## config.mk

```make
export PLATFORM = sky130hd
export DESIGN_NAME = gpio_in_debounce
export DESIGN_NICKNAME = d
export VERILOG_FILES = /design/src/rtl/gpio_in_debounce.sv
export SDC_FILE = /design/constraint.sdc
export NUM_CORES = 1
export LEC_CHECK = 0
export ABC_AREA = 0
export BUFFER_PORTS_ARGS = -buffer_cell sky130_fd_sc_hd__clkbuf_2
export CAP_MARGIN = 20
export CORE_ASPECT_RATIO = 1.4
export CORE_MARGIN = 1.5
export CORE_UTILIZATION = 50
export DETAILED_ROUTE_END_ITERATION = 10
export PLACE_DENSITY_LB_ADDON = 0.12
export SETUP_SLACK_MARGIN = 0.5
export SLEW_MARGIN = 20
export SYNTH_ARGS = -nofsm -noshare
export SYNTH_HDL_FRONTEND = slang
export SYNTH_SLANG_ARGS = --single-unit
```

## constraint.sdc

```tcl
create_clock -name HCLK -period 5.5 [get_ports HCLK]
set_input_delay 1.1 -clock HCLK [delete_from_list [all_inputs] [get_ports HCLK]]
set_output_delay 1.1 -clock HCLK [all_outputs]
set_load 0.01 [all_outputs]
```

## src/rtl/gpio_in_debounce.sv

```systemverilog
// gpio_in_debounce
//   Input conditioning in front of the AHB GPIO block. It has three jobs:
//     - bring WIDTH raw async pins into HCLK through a two-flop synchroniser;
//     - debounce each bit independently with a saturating-free mismatch counter;
//     - publish the debounced word plus a parity bit, so that the downstream
//       parity checker never sees a data/parity mismatch.
//
// Ports
//   HCLK      in   1        system clock, rising edge
//   HRESETn   in   1        synchronous reset, ACTIVE HIGH (despite the name)
//   PIN_IN    in   WIDTH    raw asynchronous pin levels
//   PARITYSEL in   1        0 = even parity, 1 = odd parity (HCLK domain)
//   GPIOIN    out  WIDTH+1  [WIDTH-1:0] debounced data, [WIDTH] parity; registered
//   CHANGE    out  WIDTH    one-cycle pulse per debounced transition; registered

// Per-bit debouncer. stable follows din only after din has disagreed with it
// for DEBOUNCE_CYCLES consecutive edges.
module gpio_in_debounce_lane #(
    parameter int DEBOUNCE_CYCLES = 4,
    parameter int CNT_W           = 3
) (
    input  logic clk,
    input  logic rst,
    input  logic din,
    output logic stable,
    output logic stable_next,
    output logic change
);
    localparam logic [CNT_W-1:0] CNT_LAST = CNT_W'(DEBOUNCE_CYCLES - 1);

    logic [CNT_W-1:0] cnt;
    logic             mismatch;
    logic             hit;

    always_comb begin
        mismatch    = (din != stable);
        hit         = mismatch && (cnt == CNT_LAST);
        // Exposed so the parity bit can be computed from the value stable is
        // about to take, keeping data and parity in lock-step.
        stable_next = hit ? din : stable;
    end

    // Counter clears on agreement or on the update itself, so it never
    // exceeds CNT_LAST and cannot wrap.
    always_ff @(posedge clk) begin
        if (rst) begin
            cnt    <= '0;
            stable <= 1'b0;
            change <= 1'b0;
        end else begin
            stable <= stable_next;
            change <= hit;
            if (!mismatch || hit) cnt <= '0;
            else                  cnt <= cnt + 1'b1;
        end
    end
endmodule

module gpio_in_debounce #(
    parameter int WIDTH           = 16,
    parameter int DEBOUNCE_CYCLES = 4
) (
    input  logic             HCLK,
    input  logic             HRESETn,
    input  logic [WIDTH-1:0] PIN_IN,
    input  logic             PARITYSEL,
    output logic [WIDTH:0]   GPIOIN,
    output logic [WIDTH-1:0] CHANGE
);
    // Derived from DEBOUNCE_CYCLES; a localparam so it cannot be overridden
    // out of step with the debounce length.
    localparam int CNT_W = $clog2(DEBOUNCE_CYCLES + 1);

    logic [WIDTH-1:0] sync1;
    logic [WIDTH-1:0] sync2;
    logic [WIDTH-1:0] stable;
    logic [WIDTH-1:0] stable_next;
    logic             parity_q;

    // Plain two-flop synchroniser, nothing between the stages.
    always_ff @(posedge HCLK) begin
        if (HRESETn) begin
            sync1 <= '0;
            sync2 <= '0;
        end else begin
            sync1 <= PIN_IN;
            sync2 <= sync1;
        end
    end

    for (genvar i = 0; i < WIDTH; i++) begin : g_lane
        gpio_in_debounce_lane #(
            .DEBOUNCE_CYCLES (DEBOUNCE_CYCLES),
            .CNT_W           (CNT_W)
        ) u_lane (
            .clk         (HCLK),
            .rst         (HRESETn),
            .din         (sync2[i]),
            .stable      (stable[i]),
            .stable_next (stable_next[i]),
            .change      (CHANGE[i])
        );
    end

    // Parity is registered from stable_next rather than stable so it lands on
    // the same edge as the data it covers.
    always_ff @(posedge HCLK) begin
        if (HRESETn) parity_q <= 1'b0;
        else         parity_q <= (^stable_next) ^ PARITYSEL;
    end

    assign GPIOIN = {parity_q, stable};
endmodule
```

==> results.toml <==
[logic_synthesis]
synth_compound_area_share_pct = 0
yosys-mux-area-fraction_pct = 4.11
syn_inst = 395
synth-simple-area-share_pct = 15.8
synth_fp_nets = 446
synth-xor-area-share_pct = 7.14
yosysSeqAreaShare_pct = 53.8
async_flop_share_pct = 0
synth_area_mm2 = 0.00420
syn_avg_cell_area_um2 = 10.6
synth_top_flop_cell = "dfxtp_1"
synth-edff-count = 0
synth_cell_types = 17
ys_ff_latch = 113
synth_top_family_by_area = "simple AND/OR/NAND/NOR gates"
synth_warnings = 0
synth_fa_ha_area_share_pct = 9.53

[global_routing]
track_usage_pct = 14.7
grt_pass1_wl_um = 9730
grt_use_met2_pct = 22.7
antenna_found_initial = 0
grt_max_degree = 43
met3_usage_pct = 7.38
grt_pass1_vias = 2373
grt-busiest-layer = "met2"
grt-ovfl-total = 0
groute.layer.met1.usage_pct = 15.8

[clocking]
cts_tree = "done"
cts_sinks = 113
ctsResizeCount = 0
cts_buffer_depth = 2
postCtsHoldBufs = 0
clk_pin_slew_ns = 0.05
htree_levels = 4
numCtsBuffers = 17
worstSkewPairLatency_ns = 0.40
postCtsSetupBuffers = 0
cts-root-buf = "clkbuf_16"

[timing]
tightest_slew_ns = 0.742
fin_crit_sh_pct = 39.8
finalHoldViolations = 0
setup_viol = 0
drv_slew = 0
max_slew_margin_pct = 50.6
rsz0062_at_grt = "false"
fin_tns_setup_ns = 0
clock_skew_ns = 0.00477
clock.fmax_mhz = 457
min_period_ns = 2.19

[power]
p_sw_mw = 0.355
sequentialPowerShare_pct = 44.5
switching_share_pct = 18.7
pwr-share-clk_pct = 53.6
cellInternalPower_mw = 1.54
power.density_mw_per_mm2 = 388
irDropWorstVdd_uv = 261
p_comb_share_pct = 2.0
p_leak_nw = 2.04

[run]
maxCapViolCount = 0

[worst_setup_path]
critPathLaunchType = "input pin"
crit_slowest_cell = "or3_1"
cp_max_fo = 42
timing.rr.start = "g_lane[5].u_lane.cnt[0]"
crit_chain = "clkbuf_2 > buf_4 > or3_1 > nor2_1"
end_kind = "register"
rr_endpoint = "parity_q"
reg2reg_depth = 8
max_stage_delay_ns = 0.45
crit_type = "in2reg"
rrSetupSlack_ns = 3.40
worstSetupEndpoint = "g_lane[15].u_lane.cnt[2]"
crit_arrival_ns = 2.52
worstPathRequired_ns = 5.84
crit_start = "HRESETn"

[routing]
drt_pass1_iterations = 4
ant_nets = 0
wl_per_cell_um = 10.0
vias_per_cell = 4.44
num_vias = 2390
dr.first_iter.drc_count = 67
drc = 0
wl_um = 5390

[floorplan]
dieArea_mm2 = 0.00897
start_util_pct = 51.6
io_pins = 52
fp.dieW_um = 80.5
core_mm2 = 0.00815
die_h_um = 111
rows = 39

[run_status]
status = "finished clean"

[place]
dp.cells = 507
gp_congestion = 0.667
hpwl_um = 3870
io_buffer_count = 51

[layout]
drive_gt1_share_pct = 19.3
diodes = 0
final_nets = 475
area_growth_pct = 16.1
finalNonFillerCells = 538
fillCellCount = 706

[worst_hold_path]
hp-class = "reg2reg"
## cells by family after synthesis
family / Yosys count
and+or+nand+nor: 129
DFF: 113
buffers and inverters: 74
adders and majority gates: 32
xor gates and xnor gates: 31
muxes: 16
## layout make-up
class | count | area (um2) | area share (%)
clock buffers | 26 | 519 | 10.6
multi-input cells | 208 | 1540 | 31.5
flip-flops and latches | 113 | 2260 | 46.3
well taps | 102 | 128 | 2.61
inverters | 32 | 120 | 2.46
repair buffers | 52 | 263 | 5.38
clock inverters | 5 | 50.0 | 1.03
## power by group through the flow
stage | clock, mW | sequential, mW | combinational, mW
finish | 1.01 | 0.842 | 0.0375
global placement | 0 | 0.857 | 0.0375
floorplan | 0 | 0.856 | 0.0282
CTS | 1.04 | 0.842 | 0.0384
detailed placement | 0 | 0.858 | 0.0383
global route | 1.08 | 0.842 | 0.0437
## layer usage
layer	vias up	wire (um)	part of all wire (%)
met1	1052	2350	44
met2	54	2530	47
met4	0	161	3.0
li1	1270	-	-
met3	14	347	6.4
met5	-	0	0
## sequential cells by signal (all words and copies together), names as in the netlist
signal and cells:
sync2 16, g_lane.u_lane.cnt 48, parity_q 1, sync1 16, g_lane.u_lane.stable 16, g_lane.u_lane.change 16
## worst min path at each step
stage	slack (ns)	startpoint	cells after the start	end
2_1_floorplan	0.40	g_lane[5].u_lane.cnt[0]	1	g_lane[5].u_lane.cnt[0]
3_3_place_gp	0.41	g_lane[9].u_lane.cnt[0]	1	g_lane[9].u_lane.cnt[0]
3_5_place_dp	0.41	g_lane[8].u_lane.cnt[0]	1	g_lane[8].u_lane.cnt[0]
4_1_cts	0.42	g_lane[15].u_lane.cnt[0]	1	g_lane[15].u_lane.cnt[0]
5_1_grt	0.43	g_lane[9].u_lane.cnt[0]	1	g_lane[9].u_lane.cnt[0]
6_report	0.41	g_lane[3].u_lane.cnt[0]	1	g_lane[3].u_lane.cnt[0]
## worst max-delay path, delay by kind of cell
family,cells,cell delay (ns)
and+or+nand+nor,2,0.55
buffers and inverters,2,0.85
## layout by cell type, fill, tap and decap left out
cell       synthesis  routed
dfxtp_1          113     113
nor2_1            65      65
clkbuf_2           0      51
inv_1             32      32
nor2b_1           32      32
ha_1              32      32
xnor2_1           26      26
clkbuf_16          0      17
nor3b_1           16      16
mux2i_1           15      15
or3_1             15      15
clkbuf_8           0       6
clkinv_2           0       4
clkbuf_1           6       3
xor2_1             2       2
xnor2_2            2       2
or3_2              1       1
mux2i_4            1       1
xnor3_1            1       1
bufinv_16          0       1
buf_4             33       1
## stage by stage
stage	setup WS (ns)	utilization (%)	hold WS [ns]	total power [mW]	instance area, um2
4_1_cts	3.31	59.9	0.420	1.92	4880
3_3_place_gp	2.93	52.9	0.407	0.895	4310
5_1_grt	3.16	59.9	0.428	1.97	4880
3_5_place_dp	2.88	52.9	0.412	0.896	4310
2_1_floorplan	3.43	-	0.397	0.885	4200
6_report	3.31	59.9	0.415	1.89	4880
## cells in the mapped netlist (2+ instances only)
cell	n	area, um2
buf_1	3	11.3
or3_1	15	93.8
buf_4	33	248
dfxtp_1	113	2260
xnor2_1	26	228
nor3b_1	16	120
xor2_1	2	17.5
nor2_1	65	244
clkbuf_1	6	22.5
xnor2_2	2	32.5
mux2i_1	15	150
nor2b_1	32	200
ha_1	32	400
inv_1	32	120
Note: power is estimated with default switching activity, not from simulation.
